`src/rtl/wptr_full_ctrl.sv`:
```
// Write-side pointer and status logic for the async FIFO.
// Keeps the write binary/Gray pointers and drives the RAM write address.
// Turns the synchronised read Gray pointer into registered full, almost-full,
// fill level and a sticky overflow flag. The status flags are deliberately
// pessimistic: the read pointer they see is stale, so they may over-report
// the fill level but never under-report it.
module wptr_full_ctrl #(
    parameter int ADDRSIZE  = 4,
    parameter int AFULL_LVL = 12
) (
    input  logic                wclk,
    input  logic                wrst_n,
    input  logic                winc,
    input  logic [ADDRSIZE:0]   wq2_rptr,
    input  logic                wovf_clr,
    output logic [ADDRSIZE-1:0] waddr,
    output logic [ADDRSIZE:0]   wptr,
    output logic                wfull,
    output logic                walmost_full,
    output logic [ADDRSIZE:0]   wlevel,
    output logic                woverflow
);

    localparam logic [ADDRSIZE:0] AFULL_THR = (ADDRSIZE+1)'(AFULL_LVL);

    logic [ADDRSIZE:0] wbin;
    logic [ADDRSIZE:0] wbinnext;
    logic [ADDRSIZE:0] wgraynext;
    logic [ADDRSIZE:0] rbin;
    logic [ADDRSIZE:0] levelnext;
    logic [ADDRSIZE:0] full_cmp;
    logic              wen;

    // Next pointer values; a write is dropped while full so the pointers hold.
    always_comb begin
        wen       = winc & ~wfull;
        wbinnext  = wbin + {{ADDRSIZE{1'b0}}, wen};
        wgraynext = (wbinnext >> 1) ^ wbinnext;
    end

    // Gray-to-binary of the synchronised read pointer (XOR prefix from the MSB).
    always_comb begin
        rbin[ADDRSIZE] = wq2_rptr[ADDRSIZE];
        for (int i = ADDRSIZE - 1; i >= 0; i--) begin
            rbin[i] = rbin[i+1] ^ wq2_rptr[i];
        end
    end

    // Full pattern: read Gray pointer with its top two bits inverted.
    always_comb begin
        full_cmp  = {~wq2_rptr[ADDRSIZE:ADDRSIZE-1], wq2_rptr[ADDRSIZE-2:0]};
        levelnext = wbinnext - rbin;
    end

    assign waddr = wbin[ADDRSIZE-1:0];

    // Pointer registers; only the Gray copy crosses into the read domain.
    always_ff @(posedge wclk or negedge wrst_n) begin
        if (!wrst_n) begin
            wbin <= '0;
            wptr <= '0;
        end else begin
            wbin <= wbinnext;
            wptr <= wgraynext;
        end
    end

    // Status flags, all computed from the same next-state values so they agree.
    always_ff @(posedge wclk or negedge wrst_n) begin
        if (!wrst_n) begin
            wfull        <= 1'b0;
            walmost_full <= 1'b0;
            wlevel       <= '0;
        end else begin
            wfull        <= (wgraynext == full_cmp);
            walmost_full <= (levelnext >= AFULL_THR);
            wlevel       <= levelnext;
        end
    end

    // Sticky overflow; a dropped write in the same cycle as a clear still sets it.
    always_ff @(posedge wclk or negedge wrst_n) begin
        if (!wrst_n) begin
            woverflow <= 1'b0;
        end else if (winc & wfull) begin
            woverflow <= 1'b1;
        end else if (wovf_clr) begin
            woverflow <= 1'b0;
        end
    end

endmodule
```
`config.mk`:
```
export PLATFORM = sky130hd
export DESIGN_NAME = wptr_full_ctrl
export DESIGN_NICKNAME = d
export VERILOG_FILES = /design/src/rtl/wptr_full_ctrl.sv
export SDC_FILE = /design/constraint.sdc
export NUM_CORES = 1
export LEC_CHECK = 0
export ABC_AREA = 1
export BUFFER_PORTS_ARGS = -buffer_cell sky130_fd_sc_hd__buf_2
export CAP_MARGIN = 20
export CORE_MARGIN = 4
export CORE_UTILIZATION = 45
export CTS_BUF_LIST = sky130_fd_sc_hd__clkbuf_4 sky130_fd_sc_hd__clkbuf_8 sky130_fd_sc_hd__clkbuf_16
export DETAILED_ROUTE_END_ITERATION = 8
export PLACE_DENSITY = 0.81
export SLEW_MARGIN = 20
export SYNTH_ARGS = -nofsm -noshare
export SYNTH_HDL_FRONTEND = slang
export SYNTH_SLANG_ARGS = --single-unit
```
`constraint.sdc`:
```
create_clock -name wclk -period 2.11 [get_ports wclk]
set_input_delay 0.1055 -clock wclk [delete_from_list [all_inputs] [get_ports wclk]]
set_output_delay 0.1055 -clock wclk [all_outputs]
set_load 0.1 [all_outputs]
```
==> reports/results.ini, run 1 <==
[logic_synthesis]
netlist_instances = 118
synthSimpleGateAreaFrac = 0.318
synth-xor-area-share = 0.0281
netlist_area_um2 = 936
syn_nets = 134
syn_avg_cell_area_um2 = 7.93
ys_seq_elements = 17
synthAdderAreaFrac = 0.102
synth-compound-area-share = 0.0214
synth_cell_types = 15
ys_warn_count = 0
synth_top_family_by_area = simple AND/OR/NAND/NOR gates
yosysSeqAreaShare = 0.455
synthMuxAreaShare = 0

[setup_path]
critPathLaunchType = register
critPathMaxFanout = 6
worstRegToRegCells = 10
crit_path_end_kind = register
reg2reg_from = wbin[0]
cp.required_ns = 2.34
r2r_setup_slack_ns = 0.09
critPathMaxStageDelay_ns = 0.50
critical_path_arrival_ns = 2.25
startpoint = wbin[0]
slowest_stage = dfrtp_4
cp_cell_sequence = ha_4 -> ha_4 -> inv_2 -> fa_2 -> inv_1 -> nand2_1 -> nand2_1 -> a21oi_2 -> or2_1 -> nand3_1
crit_type = register to register
r2r_end = walmost_full

[die]
die-area_mm2 = 0.00287
core_mm2 = 0.00196
die_height_um = 53.6
initial_core_util = 0.477
num_rows = 16
die_x_um = 53.6
io-pin-count = 26

[sta]
setup_viol = 0
holdWs_ns = 0.0570
finalCriticalPeriod_ns = 2.02
worst_pin_slew_ns = 0.493
finClkSkew_ns = 0.00912
maxSlewHeadroom = 0.674
rsz0062_at_grt = true
fmax_mhz = 494
period_share = 0.959
slew_violations = 0
setup_ws_ns = 0.0866
setup_tns_ns = 0
report.final.hold_viol_count = 0

[clock_tree]
htree_num_levels = 1
path_clk_slew_ns = 0.09
tritoncts = yes
clock-sinks = 17
clk_path_buf_depth = 2
clock_latency_ns = 0.30
cts_root_buf = clkbuf_4
cts_made_buffers = 3

[status]
status = finished clean

[place]
dpl.hpwl_um = 1740
dp_slack_ns = -0.0410
portBuffers = 25
routabilityCongestion = 0.870

[grt]
grt_max_degree = 18
grtUsageTotal = 0.172
overflow = 0
grt_pass1_vias = 855
grt_pass1_wl_um = 3570
antenna_found_initial = 0

[drt]
num_vias = 891
via_per_inst = 4.90
detail-route-antenna-nets = 0
first_iter_violations = 7
drt_pass1_iterations = 4
drc_errors = 0
wl_um = 2140
wl_per_cell_um = 11.7

[layout]
final_layout_size_suffix_gt1_frac = 0.361
synthToLayoutAreaGrowth_pct = 35.3
fillers = 175
layout_common_cells = 37 x nand2_1, 25 x buf_2, 17 x inv_1, 17 x nand3_1, 13 x dfrtp_1
multiInputGateArea_um2 = 508
fin_nets = 172
n_antenna_cell = 0
mostFrequentLayoutCell = nand2_1
seq_area_um2 = 435

[min_path]
hold_end = woverflow
worst_hold_path.num_cells = 3
min_from = winc
hp-class = input pin to register

[flow_run]
cap_violations = 0

state kept, by name, indices dropped and copies added (netlist names):
| register | count |
|---|---|
| wptr | 4 |
| wlevel | 5 |
| woverflow | 1 |
| wfull | 1 |
| wbin | 5 |
| walmost_full | 1 |
cell usage after synthesis, drive strengths merged:
cell,count,share of area
inv,19,0.076
a21oi,2,0.011
nand2,43,0.18
o21ai,2,0.011
xor2,2,0.019
nand3b,1,0.0080
ha,6,0.080
nand4,3,0.020
xnor2,1,0.0094
nor2,3,0.012
or2,1,0.0067
fa,1,0.021
dfrtp,17,0.45
nand3,17,0.091
worst max path at each step:
| stage | endpoint |
|---|---|
| floorplan | walmost_full |
| global route | walmost_full |
| global placement | walmost_full |
| CTS | walmost_full |
| finish | walmost_full |
| detailed placement | walmost_full |
cell type report:
cell class	count	share of cell area
clock buffer	3	0.0178
clock inverter	1	0.00395
inverter	19	0.0563
multi-input combinational	82	0.401
sequential	17	0.344
tap	27	0.0267
timing repair buffer	33	0.150
metrics by stage:
step | cell area (um2) | instances | util
global route | 1270 | 182 | 0.645
CTS | 1240 | 179 | 0.632
detailed placement | 1190 | 173 | 0.608
finish | 1270 | 182 | 0.645
global placement | 1190 | 173 | 0.608
floorplan | 1010 | 118 | -
routing by layer:
| metal | global-route usage | part of all wire | vias to the layer above |
|---|---|---|---|
| met3 | 0.0249 | 0.062 | 4 |
| met4 | 0.0638 | 0.017 | 0 |
| met2 | 0.320 | 0.52 | 24 |
| met1 | 0.196 | 0.40 | 412 |
| met5 | 0 | 0 | - |
| li1 | - | - | 451 |
critical path: cells and delay by family (launching register included):
family                   cells  cell delay (ns)
adder cells (fa/ha/maj)      3             0.84
AND/OR/NAND/NOR              4             0.43
buffers and inverters        2             0.13
AO/OA/AOI/OAI                1             0.06
flip-flops                   1             0.50
cells by family after synthesis:
family / Yosys count
compound gates: 4
xor+xnor: 3
fa+ha+maj: 7
buf+inv: 19
flops: 17
simple gates: 68
timing repair:
action | CTS | global route
buffers inserted | 0 | 3
hold endpoints to repair | 18 | 0
hold buffers | 2 | 0
setup endpoints to repair | 0 | 2
resized for setup | 0 | 1
Power of run 1 is not shown: default switching activity piles up to over one toggle a cycle in this logic, so the estimate is an artifact.
==> run 2, diff against run 1 <==
--- a/config.mk
+++ b/config.mk
@@ -13,6 +13,7 @@
 export CTS_BUF_LIST = sky130_fd_sc_hd__clkbuf_4 sky130_fd_sc_hd__clkbuf_8 sky130_fd_sc_hd__clkbuf_16
 export DETAILED_ROUTE_END_ITERATION = 8
 export PLACE_DENSITY = 0.81
+export RECOVER_POWER = 50
 export SLEW_MARGIN = 20
 export SYNTH_ARGS = -nofsm -noshare
 export SYNTH_HDL_FRONTEND = slang
==> run 2 against run 1 <==
Sequential share of layout area rose by 0.17 points. Global-route usage did not move. Via count rose by 0.22%. Flip-flop and latch count did not move. Count of clock-buffer cells in the layout did not move. Clock skew barely moved.
==> reports/results.ini, run 2 (synthesis gave the netlist of run 1 again) <==
[drt]
wl_per_cell_um = 11.7  ; about the same
drc_errors = 0  ; unchanged
drt_pass1_iterations = 4  ; unchanged
via_per_inst = 4.91  ; +0.22%
num_vias = 893  ; +0.22%
wl_um = 2140  ; about the same
detail-route-antenna-nets = 0  ; unchanged
first_iter_violations = 7  ; unchanged

[layout]
synthToLayoutAreaGrowth_pct = 34.6
final_layout_size_suffix_gt1_frac = 0.329  ; -0.0323
n_antenna_cell = 0  ; unchanged
mostFrequentLayoutCell = nand2_1
layout_common_cells = 37 x nand2_1, 20 x buf_2, 17 x inv_1, 17 x nand3_1, 13 x dfrtp_1
postLayoutCoreUtil = 0.642  ; -0.00319
biggestRegsByFlops = wbin: 5 flops, wlevel: 5 flops, wptr: 4 flops
stdcell_count = 182  ; unchanged
fin_nets = 172  ; unchanged

[sta]
period_share = 0.959  ; about the same
finClkSkew_ns = 0.00921  ; +0.0000909 ns
fmax_mhz = 494  ; about the same
setup_viol = 0  ; unchanged
rsz0062_at_grt = true
setup_tns_ns = 0  ; unchanged
report.final.hold_viol_count = 0  ; unchanged
slew_violations = 0  ; unchanged
worst_pin_slew_ns = 1.17  ; +0.675 ns
maxSlewHeadroom = 0.225  ; -0.449
finalCriticalPeriod_ns = 2.02  ; +0.000716 ns

[setup_path]
slowest_stage = dfrtp_4
r2r_setup_slack_ns = 0.09  ; about the same
critical_path_arrival_ns = 2.25  ; about the same
critPathMaxFanout = 6  ; unchanged
critPathLaunchType = register
cp.required_ns = 2.34  ; about the same
crit_type = register to register
critPathMaxStageDelay_ns = 0.50  ; about the same
r2r_end = walmost_full
crit_family = adder cells
cp_cell_sequence = ha_4 -> ha_4 -> inv_2 -> fa_2 -> inv_1 -> nand2_1 -> nand2_1 -> a21oi_2 -> or2_1 -> nand3_1
worstRegToRegCells = 10  ; unchanged
crit_path_end_kind = register
crit_buf_inv = 2  ; unchanged
reg2reg_from = wbin[0]

[place]
dpl.hpwl_um = 1740  ; unchanged
portBuffers = 25  ; unchanged
place_inst = 173  ; unchanged
routabilityCongestion = 0.870  ; unchanged

[grt]
grt_pass1_vias = 855  ; unchanged
grt_pass1_wl_um = 3570  ; unchanged
antenna_found_initial = 0  ; unchanged
grtUsageTotal = 0.172  ; unchanged
overflow = 0  ; unchanged
grt_max_degree = 18  ; unchanged

[die]
io-pin-count = 26  ; unchanged
core_mm2 = 0.00196  ; unchanged
num_rows = 16  ; unchanged
die_height_um = 53.6  ; unchanged
die_x_um = 53.6  ; unchanged
die-area_mm2 = 0.00287  ; unchanged
initial_core_util = 0.477  ; unchanged

[clock_tree]
clk_path_buf_depth = 2  ; unchanged
clock-sinks = 17  ; unchanged
clock_latency_ns = 0.30  ; about the same
tritoncts = yes
cts_made_buffers = 3  ; unchanged
htree_num_levels = 1  ; unchanged
cts_root_buf = clkbuf_4
path_clk_slew_ns = 0.09  ; about the same

[status]
status = finished clean

[min_path]
worst_hold_path.num_cells = 3  ; unchanged
min_from = winc
hp-class = input pin to register
hold_end = woverflow

[flow_run]
cap_violations = 0  ; unchanged

## run 2: cell count changes in the layout (fill, tap and decap cells not counted)
cell / before / now
buf_2: 25 / 20
clkbuf_1: 0 / 5
## run 2: repair_timing
| item | 4_1_cts | 5_1_grt |
|---|---|---|
| setup endpoints to repair | 0 | 2 |
| resized for setup | 0 | 1 |
| setup buffers | 0 | 3 |
| endpoints found under the hold margin | 18 | 0 |
| hold buffers | 2 | 0 |
## run 2: layout make-up
| cell class | instances | area (um2) |
|---|---|---|
| Sequential cell | 17 | 435 |
| Clock inverter | 1 | 5.00 |
| Multi-Input combinational cell | 82 | 508 |
| Tap cell | 27 | 33.8 |
| Clock buffer | 3 | 22.5 |
| Inverter | 19 | 71.3 |
| Timing Repair Buffer | 33 | 184 |
| Fill cell | 177 | 702 |
## run 2: stage by stage
stage / worst slack, ns / instance area [um2] / hold WS (ns)
6_report: 0.0859 / 1260 / 0.0572
5_1_grt: -0.0485 / 1260 / 0.0744
4_1_cts: 0.0386 / 1240 / 0.0443
3_5_place_dp: -0.0410 / 1190 / 0.0483
3_3_place_gp: 0.0492 / 1190 / 0.0337
2_1_floorplan: -0.0139 / 1010 / -0.190
## run 2: per-layer routing
layer  part of all wire  GRT usage  routed length, um
met1               0.40      0.196                851
met2               0.52      0.320               1110
met3              0.062     0.0249                132
met4              0.017     0.0638                 36
met5                  0          0                  0
## run 2: worst min-delay path: cells and delay by family
family / cells / cell delay, ns
buffers and inverters: 1 / 0.09
and+or+nand+nor: 1 / 0.05
AOI/OAI and AO/OA: 1 / 0.07
## run 2: worst max-delay path by stage
stage                     start      endpoint  slack [ns]  depth (start not counted)
floorplan                 wfull  walmost_full       -0.01                         12
global placement    wq2_rptr[4]  walmost_full        0.05                         18
detailed placement  wq2_rptr[3]  walmost_full       -0.04                         18
CTS                       wfull  walmost_full        0.04                         13
global route              wfull  walmost_full       -0.05                         13
finish                  wbin[0]  walmost_full        0.09                         10
Power of run 2 is left out for the same reason.
